**src/rtl/edge_pkg.sv**
```systemverilog
// Shared definitions for the 3x3 edge-gradient block: kernel selector
// encoding and the width rules for the gradient and magnitude datapaths.
// No ports; imported by edge_grad_3x3, edge_win_3x3.
package edge_pkg;

  // cfg_mode encoding: 0 selects Prewitt weights (1,1,1), 1 selects Sobel (1,2,1).
  typedef enum logic {
    PREWITT = 1'b0,
    SOBEL   = 1'b1
  } kernel_e;

  // A weighted column sum peaks at 4*(2^pix_w-1), which needs pix_w+2 bits,
  // so a signed difference of two of them fits in pix_w+3 bits.
  function automatic int grad_w(input int pix_w);
    return pix_w + 3;
  endfunction

  // |GX|+|GY| peaks at 8*(2^pix_w-1); pix_w+4 bits holds it with headroom.
  function automatic int mag_w(input int pix_w);
    return pix_w + 4;
  endfunction

endpackage

```
**src/rtl/edge_grad_3x3_if.sv**
```systemverilog
// Pixel-column stream into and gradient stream out of edge_grad_3x3.
// Signals: in_valid/in_sof/in_row0..2/cfg_mode (source side),
// out_valid/out_mag/out_eol (result side); thresh only with EDGE_GRAD_THRESH_EN.
interface edge_grad_3x3_if #(
  parameter int PIX_W = 8
);

  logic             in_valid;
  logic             in_sof;
  logic [PIX_W-1:0] in_row0;
  logic [PIX_W-1:0] in_row1;
  logic [PIX_W-1:0] in_row2;
  logic             cfg_mode;
`ifdef EDGE_GRAD_THRESH_EN
  logic [PIX_W-1:0] thresh;
`endif
  logic             out_valid;
  logic [PIX_W-1:0] out_mag;
  logic             out_eol;

  // Driver of pixel columns / consumer of results.
  modport master (
`ifdef EDGE_GRAD_THRESH_EN
    output thresh,
`endif
    output in_valid, in_sof, in_row0, in_row1, in_row2, cfg_mode,
    input  out_valid, out_mag, out_eol
  );

  // The gradient block itself.
  modport slave (
`ifdef EDGE_GRAD_THRESH_EN
    input  thresh,
`endif
    input  in_valid, in_sof, in_row0, in_row1, in_row2, cfg_mode,
    output out_valid, out_mag, out_eol
  );

endinterface

```
**src/rtl/edge_win_3x3.sv**
```systemverilog
// 3x3 pixel window and column counter: shifts one column per in_valid.
// Latency: window and win_vld/win_eol update on the accepting edge.
// No backpressure: every in_valid column is taken.
// Ports: clk, rst (async active-high); in_valid, in_sof, in_row0..2 in;
// win[row][col] (col 0 = oldest/left, col 2 = newest/right), win_vld
// (accepted column index >= 2), win_eol (accepted column was IMG_W-1) out.
module edge_win_3x3
  import edge_pkg::*;
#(
  parameter int PIX_W = 8,
  parameter int IMG_W = 640
) (
  input  logic                       clk,
  input  logic                       rst,
  input  logic                       in_valid,
  input  logic                       in_sof,
  input  logic [PIX_W-1:0]           in_row0,
  input  logic [PIX_W-1:0]           in_row1,
  input  logic [PIX_W-1:0]           in_row2,
  output logic [2:0][2:0][PIX_W-1:0] win,
  output logic                       win_vld,
  output logic                       win_eol
);

  localparam int            CW   = $clog2(IMG_W);
  localparam logic [CW-1:0] LAST = CW'(IMG_W - 1);

  logic [CW-1:0]              col_q, col_d, col_cur;
  logic [2:0][2:0][PIX_W-1:0] win_q, win_d;
  logic                       win_vld_q, win_vld_d;
  logic                       win_eol_q, win_eol_d;

  always_comb begin
    // in_sof forces this column to index 0 whatever the counter says,
    // so a row can restart at any point.
    col_cur   = in_sof ? '0 : col_q;
    col_d     = col_q;
    win_d     = win_q;
    win_vld_d = 1'b0;
    win_eol_d = 1'b0;
    if (in_valid) begin
      col_d = (col_cur == LAST) ? '0 : col_cur + CW'(1);
      for (int r = 0; r < 3; r++) begin
        win_d[r][0] = win_q[r][1];
        win_d[r][1] = win_q[r][2];
      end
      win_d[0][2] = in_row0;
      win_d[1][2] = in_row1;
      win_d[2][2] = in_row2;
      // Only from column 2 on does the window hold three columns of this row.
      win_vld_d   = (col_cur >= CW'(2));
      win_eol_d   = (col_cur == LAST);
    end
  end

  always_ff @(posedge clk or posedge rst) begin
    if (rst) begin
      col_q     <= '0;
      win_q     <= '0;
      win_vld_q <= 1'b0;
      win_eol_q <= 1'b0;
    end else begin
      col_q     <= col_d;
      win_q     <= win_d;
      win_vld_q <= win_vld_d;
      win_eol_q <= win_eol_d;
    end
  end

  assign win     = win_q;
  assign win_vld = win_vld_q;
  assign win_eol = win_eol_q;

endmodule

```
**src/rtl/edge_grad_3x3.sv**
```systemverilog
// 3x3 Prewitt/Sobel gradient magnitude |GX|+|GY| over a column stream.
// Latency: result registered 2 edges after the accepting edge.
// No backpressure: pipeline advances every cycle, in_valid gaps are free.
// Ports: clk, rst (async active-high); bus (edge_grad_3x3_if.slave):
// in_valid, in_sof, in_row0..2, cfg_mode in; out_valid, out_mag, out_eol out.
// Build option EDGE_GRAD_THRESH_EN: adds bus.thresh and outputs all-ones
// when mag >= thresh, else 0, instead of the saturated magnitude.
module edge_grad_3x3
  import edge_pkg::*;
#(
  parameter int PIX_W = 8,
  parameter int IMG_W = 640
) (
  input  logic           clk,
  input  logic           rst,
  edge_grad_3x3_if.slave bus
);

  localparam int GW = grad_w(PIX_W);
  localparam int MW = mag_w(PIX_W);

  logic [2:0][2:0][PIX_W-1:0] win;
  logic                       win_vld;
  logic                       win_eol;

  edge_win_3x3 #(
    .PIX_W (PIX_W),
    .IMG_W (IMG_W)
  ) u_win (
    .clk      (clk),
    .rst      (rst),
    .in_valid (bus.in_valid),
    .in_sof   (bus.in_sof),
    .in_row0  (bus.in_row0),
    .in_row1  (bus.in_row1),
    .in_row2  (bus.in_row2),
    .win      (win),
    .win_vld  (win_vld),
    .win_eol  (win_eol)
  );

  // The centre pixel has zero weight in both kernels.
  logic unused_centre;
  assign unused_centre = ^win[1][1];

  // Weighted sum of three pixels; the middle one is doubled for Sobel.
  function automatic logic [GW-1:0] wsum(input logic [PIX_W-1:0] a,
                                         input logic [PIX_W-1:0] b,
                                         input logic [PIX_W-1:0] c,
                                         input logic             sobel);
    logic [GW-1:0] mid;
    mid = sobel ? (GW'(b) << 1) : GW'(b);
    return GW'(a) + mid + GW'(c);
  endfunction

  // Stage 1: gradients. cfg_mode is sampled here, one edge after the
  // column was accepted.
  logic                 sobel;
  logic [GW-1:0]        r_sum, l_sum, t_sum, b_sum;
  logic signed [GW-1:0] gx_q, gx_d, gy_q, gy_d;
  logic                 s1_vld_q, s1_vld_d, s1_eol_q, s1_eol_d;

  always_comb begin
    sobel    = (kernel_e'(bus.cfg_mode) == SOBEL);
    r_sum    = wsum(win[0][2], win[1][2], win[2][2], sobel);
    l_sum    = wsum(win[0][0], win[1][0], win[2][0], sobel);
    t_sum    = wsum(win[0][0], win[0][1], win[0][2], sobel);
    b_sum    = wsum(win[2][0], win[2][1], win[2][2], sobel);
    gx_d     = gx_q;
    gy_d     = gy_q;
    s1_vld_d = win_vld;
    s1_eol_d = win_eol;
    if (win_vld) begin
      // Sums are below 2^(GW-1), so they are non-negative as signed values.
      gx_d = $signed(r_sum) - $signed(l_sum);
      gy_d = $signed(t_sum) - $signed(b_sum);
    end
  end

  // Stage 2: magnitude and output formatting.
  logic [GW-1:0]    abs_gx, abs_gy;
  logic [MW-1:0]    mag;
  logic [PIX_W-1:0] pix_res;
  logic [PIX_W-1:0] out_mag_q, out_mag_d;
  logic             out_valid_q, out_valid_d;
  logic             out_eol_q, out_eol_d;

`ifndef EDGE_GRAD_THRESH_EN
  localparam logic [MW-1:0] PIX_MAX = MW'((2 ** PIX_W) - 1);
`endif

  always_comb begin
    abs_gx = gx_q[GW-1] ? $unsigned(-gx_q) : $unsigned(gx_q);
    abs_gy = gy_q[GW-1] ? $unsigned(-gy_q) : $unsigned(gy_q);
    mag    = MW'(abs_gx) + MW'(abs_gy);
`ifdef EDGE_GRAD_THRESH_EN
    pix_res = (mag >= MW'(bus.thresh)) ? '1 : '0;
`else
    pix_res = (mag > PIX_MAX) ? '1 : mag[PIX_W-1:0];
`endif
    out_valid_d = s1_vld_q;
    out_eol_d   = s1_vld_q & s1_eol_q;
    // out_mag holds its last result between output pulses.
    out_mag_d   = s1_vld_q ? pix_res : out_mag_q;
  end

  always_ff @(posedge clk or posedge rst) begin
    if (rst) begin
      gx_q        <= '0;
      gy_q        <= '0;
      s1_vld_q    <= 1'b0;
      s1_eol_q    <= 1'b0;
      out_mag_q   <= '0;
      out_valid_q <= 1'b0;
      out_eol_q   <= 1'b0;
    end else begin
      gx_q        <= gx_d;
      gy_q        <= gy_d;
      s1_vld_q    <= s1_vld_d;
      s1_eol_q    <= s1_eol_d;
      out_mag_q   <= out_mag_d;
      out_valid_q <= out_valid_d;
      out_eol_q   <= out_eol_d;
    end
  end

  assign bus.out_valid = out_valid_q;
  assign bus.out_mag   = out_mag_q;
  assign bus.out_eol   = out_eol_q;

endmodule

```
**src/flat_wrapper.sv**
```systemverilog
// flat-port wrapper written by rule: the top's interface ports become plain ports
module edge_grad_3x3_flat import edge_pkg::*;
#(
  parameter int PIX_W = 8,
  parameter int IMG_W = 640
)
  (clk, rst, bus_in_valid, bus_in_sof, bus_in_row0, bus_in_row1, bus_in_row2, bus_cfg_mode, bus_out_valid, bus_out_mag, bus_out_eol);
  edge_grad_3x3_if #(.PIX_W(PIX_W)) bus_i ();
  input  logic clk;
  input  logic rst;
  input wire logic [$bits(bus_i.in_valid)-1:0] bus_in_valid;
  input wire logic [$bits(bus_i.in_sof)-1:0] bus_in_sof;
  input wire logic [$bits(bus_i.in_row0)-1:0] bus_in_row0;
  input wire logic [$bits(bus_i.in_row1)-1:0] bus_in_row1;
  input wire logic [$bits(bus_i.in_row2)-1:0] bus_in_row2;
  input wire logic [$bits(bus_i.cfg_mode)-1:0] bus_cfg_mode;
  output wire logic [$bits(bus_i.out_valid)-1:0] bus_out_valid;
  output wire logic [$bits(bus_i.out_mag)-1:0] bus_out_mag;
  output wire logic [$bits(bus_i.out_eol)-1:0] bus_out_eol;
  assign bus_i.in_valid = bus_in_valid;
  assign bus_i.in_sof = bus_in_sof;
  assign bus_i.in_row0 = bus_in_row0;
  assign bus_i.in_row1 = bus_in_row1;
  assign bus_i.in_row2 = bus_in_row2;
  assign bus_i.cfg_mode = bus_cfg_mode;
  assign bus_out_valid = bus_i.out_valid;
  assign bus_out_mag = bus_i.out_mag;
  assign bus_out_eol = bus_i.out_eol;
  edge_grad_3x3 #(.PIX_W(PIX_W), .IMG_W(IMG_W)) u_core (.clk(clk), .rst(rst), .bus(bus_i));
endmodule
```
**config.mk**
```make
export PLATFORM = sky130hd
export DESIGN_NAME = edge_grad_3x3_flat
export DESIGN_NICKNAME = d
export VERILOG_FILES = /design/src/rtl/edge_pkg.sv /design/src/rtl/edge_grad_3x3_if.sv /design/src/rtl/edge_win_3x3.sv /design/src/rtl/edge_grad_3x3.sv /design/src/flat_wrapper.sv
export SDC_FILE = /design/constraint.sdc
export NUM_CORES = 1
export LEC_CHECK = 0
export CORE_MARGIN = 2
export CORE_UTILIZATION = 30
export DETAILED_ROUTE_END_ITERATION = 10
export GPL_ROUTABILITY_DRIVEN = 0
export GPL_TIMING_DRIVEN = 0
export HOLD_SLACK_MARGIN = 0.05
export PLACE_DENSITY_LB_ADDON = 0.15
export SLEW_MARGIN = 0
export SYNTH_ARGS = -nofsm -noshare
export SYNTH_HDL_FRONTEND = slang
export SYNTH_SLANG_ARGS = --single-unit
```
**constraint.sdc**
```tcl
create_clock -name clk -period 5.3 [get_ports clk]
set_clock_uncertainty 0.15 [all_clocks]
set_input_delay 0.795 -clock clk [delete_from_list [all_inputs] [get_ports clk]]
set_output_delay 0.795 -clock clk [all_outputs]
set_load 0.02 [all_outputs]
```
==> results of run 1 <==
-- per-stage QoR --
step	worst slack (ns)	std cells	hold WS [ns]	util, %
after floorplan	0.191	756	0.181	-
after CTS	0.162	1166	0.199	35.5
after global routing	0.0141	1166	0.217	35.5
final	0.243	1166	0.198	35.5
after detailed placement	-0.806	1134	0.185	33.4
after global placement	-0.999	1133	0.188	33.3
-- layer usage --
metal / part of all wire [%] / track usage [%] / routed length (um)
met2: 46 / 23.0 / 8630
met3: 2.7 / 3.30 / 505
met4: 1.2 / 3.26 / 224
met5: 0 / 0 / 0
met1: 50 / 19.7 / 9500
-- timing repair --
action	4_1_cts	5_1_grt
hold endpoints to repair	0	0
gates cloned	0	0
hold buffers	0	0
gates resized for setup	4	2
endpoints found under the setup margin	7	1
-- cell usage after synthesis, types with 6 or more instances --
library cell / instances / area share, %
sky130_fd_sc_hd__buf_1: 6 / 0.28
sky130_fd_sc_hd__a21o_1: 7 / 0.65
sky130_fd_sc_hd__nand2_1: 64 / 3.0
sky130_fd_sc_hd__mux2i_1: 13 / 1.6
sky130_fd_sc_hd__nor2b_1: 8 / 0.62
sky130_fd_sc_hd__dfrtp_1: 118 / 36
sky130_fd_sc_hd__xor2_1: 6 / 0.65
sky130_fd_sc_hd__xnor2_1: 25 / 2.7
sky130_fd_sc_hd__mux2_2: 74 / 10
sky130_fd_sc_hd__clkbuf_1: 16 / 0.74
sky130_fd_sc_hd__ha_1: 37 / 5.7
sky130_fd_sc_hd__nor2_1: 20 / 0.93
sky130_fd_sc_hd__a31oi_1: 12 / 0.93
sky130_fd_sc_hd__o31ai_1: 12 / 1.1
sky130_fd_sc_hd__inv_1: 109 / 5.0
sky130_fd_sc_hd__a21oi_1: 17 / 1.0
sky130_fd_sc_hd__nand3_1: 8 / 0.49
sky130_fd_sc_hd__fa_1: 67 / 17
sky130_fd_sc_hd__o21ai_0: 52 / 3.2
-- cells in the final DEF, fill, tap and decap left out, types with 4 or more instances in the layout --
cell                              instances
sky130_fd_sc_hd__dfrtp_1                118
sky130_fd_sc_hd__inv_1                  108
sky130_fd_sc_hd__mux2_2                  74
sky130_fd_sc_hd__fa_1                    67
sky130_fd_sc_hd__nand2_1                 64
sky130_fd_sc_hd__o21ai_0                 52
sky130_fd_sc_hd__ha_1                    37
sky130_fd_sc_hd__clkdlybuf4s50_1         36
sky130_fd_sc_hd__xnor2_1                 25
sky130_fd_sc_hd__nor2_1                  20
sky130_fd_sc_hd__a21oi_1                 17
sky130_fd_sc_hd__clkbuf_16               17
sky130_fd_sc_hd__clkbuf_1                14
sky130_fd_sc_hd__mux2i_1                 13
sky130_fd_sc_hd__o31ai_1                 12
sky130_fd_sc_hd__a31oi_1                 12
sky130_fd_sc_hd__nand3_1                  8
sky130_fd_sc_hd__nor2b_1                  8
sky130_fd_sc_hd__inv_6                    7
sky130_fd_sc_hd__a21o_1                   7
sky130_fd_sc_hd__xor2_1                   6
sky130_fd_sc_hd__and2_1                   5
sky130_fd_sc_hd__o211ai_1                 5
sky130_fd_sc_hd__buf_1                    4
sky130_fd_sc_hd__nand3b_1                 4
sky130_fd_sc_hd__nor3_1                   4
sky130_fd_sc_hd__nand2b_1                 4
sky130_fd_sc_hd__or3_1                    4
sky130_fd_sc_hd__nor4_1                   4
-- state kept, by name, summed over array words and instances (netlist names) --
signal / flops
u_core.bus.out_eol: 1
u_core.u_win.win_eol: 1
u_core.bus.out_valid: 1
u_core.u_win.win: 72
u_core.gy_q: 11
u_core.bus.out_mag: 8
u_core.u_win.col_q: 10
u_core.out_valid_d: 1
u_core.u_win.win_vld: 1
u_core.s1_eol_q: 1
u_core.gx_q: 11
-- layout make-up --
cell class / instances / share of cell area [%]
multi-input cells: 504 / 49.0
well taps: 341 / 4.50
inverters: 110 / 4.41
plain buffers: 24 / 1.12
flip-flops and latches: 118 / 31.1
clock buffers: 17 / 4.48
repair buffers: 37 / 4.09
clock inverters: 15 / 1.25
-- kinds of logic (layout without fill, tap and decap cells) --
family / after synthesis / in the layout / synth area share [%]
simple gates: 144 / 144 / 8.73
compound gates: 138 / 138 / 11.1
buf+inv: 134 / 203 / 6.31
flops: 118 / 118 / 36.4
fa+ha+maj: 104 / 104 / 22.2
mux: 87 / 87 / 11.9
xor+xnor: 31 / 31 / 3.35
-- power groups by stage --
stage	clock, uW	sequential (uW)	combinational (uW)
after global routing	1160	1320	5200
after detailed placement	0	1310	4560
after global placement	0	1300	4550
final	1080	1280	4520
after CTS	1120	1290	4600
after floorplan	0	1250	3610
-- how the worst max path moves through the flow --
stage                  from                   end  depth (start not counted)
5_1_grt        bus_cfg_mode        u_core.gy_q[8]                         15
3_3_place_gp            rst  u_core.u_win.win[46]                          2
4_1_cts        bus_cfg_mode        u_core.gy_q[8]                         15
6_report       bus_cfg_mode        u_core.gy_q[8]                         15
2_1_floorplan  bus_cfg_mode        u_core.gx_q[9]                         15
3_5_place_dp   bus_cfg_mode        u_core.gy_q[8]                         15
==> impl_metrics.json, run 1 <==
{
  "status": "complete, no violations",
  "finalMaxSlewViolations": 0,
  "share_seq_of_total_power_pct": 18.6,
  "intPower_uw": 3740,
  "ioPinCount": 39,
  "die_w_um": 168,
  "footprint_of_the_multi_input_gates_um2": 4650,
  "syn_to_final_growth_pct": 16.9,
  "final_min_period_over_clock_period_pct": 95.4,
  "clock_tree_from_tritoncts": "done",
  "critical_path_arrival_ns": 5.23,
  "antenna_found_initial": 0,
  "worstPathCellList": "clkbuf_2, clkbuf_4, mux2_2, fa_1, inv_1, fa_1, fa_1, inv_1, ha_1, a21o_1, a21oi_1, o21ai_0, a2111oi_0, nor4_1, o31ai_1",
  "maximum_root_to_sink_buffer_count": 2,
  "critPathRequiredTime_ns": 5.47,
  "port_buffers": 36,
  "critical-path-slowest-cell": "sky130_fd_sc_hd__fa_1",
  "number_of_storage_elements_in_the_synthesis_netlist": 118,
  "hpwl_um": 14600,
  "fin_tns_setup_ns": 0,
  "worst_min_delay_path_endpoint": "u_core.s1_eol_q",
  "crit_path_start_kind": "input port",
  "post_synth_instance_area_um2": 8110,
  "power_leakage_uw": 0.00422,
  "critical_path.reg2reg.endpoint": "u_core.gy_q[8]",
  "path_common_cell": "sky130_fd_sc_hd__fa_1",
  "drt_pass1_iterations": 4,
  "placement_rows": 60,
  "finalNetCount": 945,
  "post_cts_buffers": 0,
  "grt_start_max_net_pins": 61,
  "switchingPower_uw": 3150,
  "layout-drive-gt1-share_pct": 15.3,
  "hold_depth": 0,
  "fraction_of_power_consumed_by_combinational_cells_pct": 65.6,
  "drt_drc_violations_left": 0,
  "power.density_cell_area_nw_per_um2": 726,
  "setup_violations": 0,
  "grt_overflow_total": 0,
  "avgSynthCellArea_um2": 10.7,
  "antenna_violating_nets_post_route": 0,
  "slew_at_the_pin_with_the_worst_max_slew_slack_ns": 0.851,
  "number_of_buffers_inserted_during_clock_tree_synthesis": 17,
  "cts-root-buf": "sky130_fd_sc_hd__clkbuf_16",
  "die_y_um": 168,
  "regToRegSetupSlack_ns": 0.94,
  "rr_worst_depth": 13,
  "holdCritStartpoint": "u_core.u_win.win_eol",
  "number_of_nets_produced_by_synthesis": 889,
  "die_area_um2": 28400,
  "start_util_pct": 30.4,
  "cts_clock_pin_slew_for_the_worst_setup_and_hold_paths_ns": 0.06,
  "grt_pass1_vias": 5706,
  "asyncSetResetFlopFracSynth_pct": 100,
  "hold_viol_final": 0,
  "clock.fmax_ghz": 0.198,
  "detailed_place.area_um2": 8930,
  "worst_skew_pair.late_latency_ns": 0.43,
  "totalPowerFinal_uw": 6890,
  "filler_cell_count": 2724,
  "ir_worst_vdd_mv": 0.259,
  "power_switching_share_pct": 45.7,
  "rsz0062_at_grt": "false",
  "drv_cap": 0,
  "yosys.cell_types.count": 62,
  "synth-warning-count": 0,
  "crit_path_max_incr_delay_ns": 0.62,
  "regToRegStartpoint": "u_core.u_win.win[9]",
  "detailroute.via_count": 5413,
  "path_max_fanout": 10,
  "drt_first_iter_violations": 274,
  "grt_use_total_pct": 14.3,
  "diodes": 0,
  "synth_enable_flop_cells": 0,
  "clock_power_share_pct": 15.7,
  "cts.sink_count": 118,
  "routed_wire_length_per_instance_um": 16.2,
  "timing.critical_path.to_type": "register",
  "cp_top_family": "adder cells",
  "timing.hold.worst.class": "register to register",
  "cts_htree_levels": 4,
  "wirelength_um": 18900,
  "timing.final.crit_period_ns": 5.06,
  "flip_flop_cell_with_the_highest_count_after_synthesis": "sky130_fd_sc_hd__dfrtp_1",
  "grt_first_pass_wirelength_um": 31300,
  "bufs_and_invs_on_worst_path": 4,
  "area.sequential_um2": 2950,
  "finalInstanceArea_um2": 9490,
  "drt-vias-per-instance": 4.64,
  "timing.slew.headroom_pct": 43.2,
  "core_area_um2": 26700,
  "synthCells": 756,
  "synth-seq-area-share_pct": 36.4,
  "path_class": "input port to register"
}
(Power assumes the default switching activity.)
==> inputs of run 2 (changes only) <==
--- a/config.mk
+++ b/config.mk
@@ -6,7 +6,8 @@
 export NUM_CORES = 1
 export LEC_CHECK = 0
 export CORE_MARGIN = 2
-export CORE_UTILIZATION = 30
+export CORE_UTILIZATION = 52
+export CTS_CLUSTER_SIZE = 28
 export DETAILED_ROUTE_END_ITERATION = 10
 export GPL_ROUTABILITY_DRIVEN = 0
 export GPL_TIMING_DRIVEN = 0
==> run 2 against run 1 <==
  * Worst hold slack better by 0.0098 ns
  * Routed wire length down 7.3%
  * Critical endpoint unchanged
  * Highest routed layer unchanged
  * First-iteration DRC count up 18%
==> impl_metrics.json, run 2 (synthesized netlist as in run 1, its figures left out) <==
{
  "core_area_um2": 15200,
  "finalNetCount": 945,
  "hold_viol_final": 0,
  "grt_pass1_vias": 6009,
  "timing.hold.worst.class": "register to register",
  "worst_skew_pair.late_latency_ns": 0.42,
  "critPathRequiredTime_ns": 5.47,
  "number_of_flip_flops_in_the_largest_register": 72,
  "layout-drive-gt1-share_pct": 14.9,
  "antenna_found_initial": 1,
  "start_util_pct": 53.4,
  "antenna_violating_nets_post_route": 0,
  "mostFrequentLayoutCells": "sky130_fd_sc_hd__dfrtp_1 (118), sky130_fd_sc_hd__inv_1 (108), sky130_fd_sc_hd__mux2_2 (74), sky130_fd_sc_hd__fa_1 (67), sky130_fd_sc_hd__nand2_1 (64)",
  "path_max_fanout": 10,
  "grt_overflow_total": 0,
  "critical_path_arrival_ns": 5.21,
  "post_cts_buffers": 0,
  "hold_depth": 0,
  "cts_htree_levels": 4,
  "drt_first_iter_violations": 322,
  "layout.cells.most_common": "sky130_fd_sc_hd__dfrtp_1",
  "grt_start_max_net_pins": 79,
  "number_of_buffers_inserted_during_clock_tree_synthesis": 17,
  "grt_first_pass_wirelength_um": 29500,
  "ioPinCount": 39,
  "grt_use_total_pct": 23.2,
  "hpwl_um": 13400,
  "clock_tree_from_tritoncts": "done",
  "clock.fmax_ghz": 0.199,
  "status": "complete, no violations",
  "die_w_um": 129,
  "die_y_um": 129,
  "crit_path_start_kind": "input port",
  "timing.critical_path.to_type": "register",
  "setup_violations": 0,
  "final_min_period_over_clock_period_pct": 95.0,
  "die_area_um2": 16600,
  "drt_drc_violations_left": 0,
  "detailroute.via_count": 5591,
  "maximum_root_to_sink_buffer_count": 2,
  "timing.final.crit_period_ns": 5.03,
  "timing.slew.headroom_pct": 41.1,
  "cts-root-buf": "sky130_fd_sc_hd__clkbuf_16",
  "drv_cap": 0,
  "finalMaxSlewViolations": 0,
  "path_class": "input port to register",
  "placement_rows": 45,
  "cts.sink_count": 118,
  "drt_pass1_iterations": 5,
  "detailedPlace.worstSlack_ns": -0.625,
  "cts_clock_pin_slew_for_the_worst_setup_and_hold_paths_ns": 0.05,
  "port_buffers": 36,
  "syn_to_final_growth_pct": 15.9,
  "rr_worst_depth": 13,
  "wirelength_um": 17500,
  "final.setup.worst_slack_ns": 0.265,
  "rsz0062_at_grt": "false",
  "routed_wire_length_per_instance_um": 17.3,
  "slew_at_the_pin_with_the_worst_max_slew_slack_ns": 0.883,
  "drt-vias-per-instance": 5.52
}
## run 2: changes by cell type in the layout (fill, tap and decap cells not counted), sizes merged
cell      delta
clkbuf       +6
clkinvlp     -3
bufinv       +5
diode        +1
clkinv       -2
inv          -7
## run 2: layer usage
| metal | wire length [um] | GRT usage [%] | part of all wire, % |
|---|---|---|---|
| met2 | 8650 | 39.3 | 49 |
| met3 | 721 | 5.53 | 4.1 |
| met1 | 7860 | 29.6 | 45 |
| met5 | 0 | 0 | 0 |
| met4 | 252 | 7.35 | 1.4 |
## run 2: layout make-up
cell class / count / area (um^2)
Antenna cell: 1 / 2.50
Fill cell: 1238 / 5800
Inverter: 110 / 418
Buffer: 24 / 104
Clock buffer: 23 / 488
Multi-Input combinational cell: 504 / 4650
Tap cell: 188 / 235
Clock inverter: 8 / 169
Timing Repair Buffer: 37 / 388
Sequential cell: 118 / 2950
## run 2: metrics by stage
stage / cell area, um^2 / std cells / utilization, % / TNS [ns] / hold slack, ns
floorplan: 8110 / 756 / - / 0 / 0.181
global placement: 8710 / 980 / 57.3 / -63.17 / 0.187
detailed placement: 8740 / 981 / 57.5 / -4.01 / 0.196
CTS: 9400 / 1012 / 61.9 / 0 / 0.212
global route: 9400 / 1012 / 61.9 / 0 / 0.217
finish: 9410 / 1013 / 61.9 / 0 / 0.208
## run 2: worst max-delay path: stages
cell,delay [ns]
sky130_fd_sc_hd__clkbuf_2,0.24
sky130_fd_sc_hd__clkbuf_2,0.37
sky130_fd_sc_hd__mux2_2,0.39
sky130_fd_sc_hd__fa_1,0.49
sky130_fd_sc_hd__inv_1,0.05
sky130_fd_sc_hd__fa_1,0.46
sky130_fd_sc_hd__fa_1,0.61
sky130_fd_sc_hd__inv_1,0.06
sky130_fd_sc_hd__ha_1,0.29
sky130_fd_sc_hd__a21o_1,0.17
sky130_fd_sc_hd__a21oi_1,0.20
sky130_fd_sc_hd__o21ai_0,0.20
sky130_fd_sc_hd__a2111oi_0,0.54
sky130_fd_sc_hd__nor4_1,0.12
sky130_fd_sc_hd__o31ai_1,0.22
## run 2: worst paths after layout
| check | slack [ns] | endpoint | start |
|---|---|---|---|
| worst max-delay path | 0.27 | u_core.gy_q[8] | bus_cfg_mode |
| worst max register to register | 0.94 | u_core.gy_q[8] | u_core.u_win.win[9] |
| worst min register to register | 0.21 | u_core.s1_eol_q | u_core.u_win.win_eol |
| worst min-delay path | 0.21 | u_core.s1_eol_q | u_core.u_win.win_eol |
| min in group asynchronous | 0.60 | u_core.bus.out_mag[3] | rst |
| max in group asynchronous | 3.68 | u_core.u_win.win[5] | rst |
## run 2: timing repair
| action | CTS | global route |
|---|---|---|
| endpoints found under the setup margin | 4 | 4 |
| endpoints found under the hold margin | 0 | 0 |
| hold buffers | 0 | 0 |
| gates resized for setup | 3 | 2 |
Power of run 2 is left out: the tool's default activity adds up to more than one toggle a clock period on the data nets, which glitch-free logic cannot reach.
==> inputs of run 3 (changes only) <==
--- a/config.mk
+++ b/config.mk
@@ -12,7 +12,7 @@
 export GPL_ROUTABILITY_DRIVEN = 0
 export GPL_TIMING_DRIVEN = 0
 export HOLD_SLACK_MARGIN = 0.05
-export PLACE_DENSITY_LB_ADDON = 0.15
+export PLACE_DENSITY_LB_ADDON = 0.1
 export SLEW_MARGIN = 0
 export SYNTH_ARGS = -nofsm -noshare
 export SYNTH_HDL_FRONTEND = slang
==> run 3 against run 2 <==
  * Non-clock buffer count unchanged
  * Sequential cell count did not move
  * Worst hold slack lost 0.0033 ns
  * Global-route usage fell by 0.22 points
==> impl_metrics.json, run 3 (synthesized netlist as in run 1, its figures left out) <==
{
  "stdcell_count": 1013,
  "drt_drc_violations_left": 0,
  "grt_use_total_pct": 22.9,
  "fin_tns_setup_ns": 0,
  "cts_htree_levels": 4,
  "post_cts_buffers": 0,
  "timing.slew.headroom_pct": 45.9,
  "critPathRequiredTime_ns": 5.48,
  "mostFrequentLayoutCells": "sky130_fd_sc_hd__dfrtp_1 (118), sky130_fd_sc_hd__inv_1 (108), sky130_fd_sc_hd__mux2_2 (74), sky130_fd_sc_hd__fa_1 (67), sky130_fd_sc_hd__nand2_1 (64)",
  "worst_skew_pair.late_latency_ns": 0.42,
  "status": "complete, no violations",
  "grt_pass1_vias": 5848,
  "syn_to_final_growth_pct": 15.4,
  "die_y_um": 129,
  "critical_path_arrival_ns": 5.16,
  "antenna_violating_nets_post_route": 0,
  "crit_path_start_kind": "input port",
  "grt_start_max_net_pins": 72,
  "critical-path-slowest-cell": "sky130_fd_sc_hd__fa_1",
  "die_area_um2": 16600,
  "worstPathCellList": "clkbuf_2, clkbuf_2, mux2_2, fa_1, inv_1, fa_1, fa_1, inv_1, ha_1, a21o_1, a21oi_1, o21ai_0, a2111oi_0, nor4_1, o31ai_1",
  "hold_viol_final": 0,
  "drt_first_iter_violations": 323,
  "crit_path_max_incr_delay_ns": 0.60,
  "cts_hold_buf": 0,
  "number_of_buffers_inserted_during_clock_tree_synthesis": 17,
  "routed_wire_length_per_instance_um": 17.1,
  "drt-vias-per-instance": 5.45,
  "placement_rows": 45,
  "cts_clock_pin_slew_for_the_worst_setup_and_hold_paths_ns": 0.06,
  "finalNetCount": 945,
  "clock_tree_from_tritoncts": "done",
  "layout.cells.most_common": "sky130_fd_sc_hd__dfrtp_1",
  "hpwl_um": 13400,
  "antenna_found_initial": 0,
  "ioPinCount": 39,
  "layout-drive-gt1-share_pct": 15.3,
  "wirelength_um": 17400,
  "die_w_um": 129,
  "number_of_flip_flops_in_the_largest_register": 72,
  "timing.critical_path.to_type": "register",
  "grt_first_pass_wirelength_um": 29200,
  "path_common_cell": "sky130_fd_sc_hd__fa_1",
  "setup_violations": 0,
  "diodes": 0,
  "rsz0062_at_grt": "false",
  "grt_overflow_total": 0,
  "maximum_root_to_sink_buffer_count": 2,
  "cts-root-buf": "sky130_fd_sc_hd__clkbuf_16",
  "cp_top_family": "adder cells",
  "bufs_and_invs_on_worst_path": 4,
  "dp_cells": 981,
  "cts.sink_count": 118,
  "drt_pass1_iterations": 4,
  "timing.hold.worst.class": "register to register",
  "timing.final.crit_period_ns": 4.98,
  "final_min_period_over_clock_period_pct": 94.0,
  "drv_cap": 0,
  "start_util_pct": 53.4,
  "final_util_pct": 61.6,
  "port_buffers": 36,
  "core_area_um2": 15200,
  "slew_at_the_pin_with_the_worst_max_slew_slack_ns": 0.811,
  "clock.fmax_ghz": 0.201,
  "path_max_fanout": 10,
  "finalMaxSlewViolations": 0,
  "detailroute.via_count": 5525,
  "path_class": "input port to register"
}
-- run 3: cell types whose count changed in the layout (fill, tap and decap cells not counted) --
cell / delta
sky130_fd_sc_hd__diode_2: -1
sky130_fd_sc_hd__clkbuf_1: -2
sky130_fd_sc_hd__bufinv_16: -2
sky130_fd_sc_hd__clkbuf_8: -3
sky130_fd_sc_hd__clkinvlp_4: +4
sky130_fd_sc_hd__inv_6: +1
sky130_fd_sc_hd__clkinv_4: +4
sky130_fd_sc_hd__clkinv_2: -1
-- run 3: through the flow --
step | worst slack [ns] | hold WS (ns) | instance area, um^2
after floorplan | 0.191 | 0.181 | 8110
after global placement | -0.560 | 0.187 | 8710
after global routing | 0.0374 | 0.223 | 9360
after CTS | 0.0569 | 0.205 | 9360
after detailed placement | -0.565 | 0.197 | 8740
final | 0.320 | 0.205 | 9360
-- run 3: cell type report --
type | instances | area, um^2
clock buffer | 18 | 439
buffer | 24 | 104
sequential | 118 | 2950
timing repair buffer | 37 | 388
multi-input combinational | 504 | 4650
inverter | 110 | 418
fill | 1263 | 5840
tap | 188 | 235
clock inverter | 14 | 178
-- run 3: path summary, 6_finish.rpt --
path	cells past startpoint	to	start	slack, ns
worst min-delay path	0	u_core.s1_eol_q	u_core.u_win.win_eol	0.20
min in group asynchronous	2	u_core.bus.out_mag[2]	rst	0.62
worst min register to register	0	u_core.s1_eol_q	u_core.u_win.win_eol	0.20
worst max register to register	13	u_core.gy_q[8]	u_core.u_win.win[9]	1.01
max in group asynchronous	3	u_core.u_win.win[70]	rst	3.66
worst max-delay path	15	u_core.gy_q[8]	bus_cfg_mode	0.32
-- run 3: per-layer routing --
metal  vias to the layer above  part of all wire [%]  wire, um  global-route usage (%)
li1                       2664                     -         -                       -
met1                      2748                    46      8020                    30.8
met2                       104                    50      8600                    38.1
met3                         9                   3.6       623                    3.87
met4                         0                  0.65       112                    7.93
met5                         -                     0         0                       0
-- run 3: repair_timing --
| item | CTS | global route |
|---|---|---|
| gates resized for setup | 3 | 2 |
| setup endpoints to repair | 4 | 5 |
| endpoints found under the hold margin | 0 | 0 |
| cloned | 0 | 0 |
| pin swaps | 0 | 0 |
Power of run 3 is left out for the same reason.
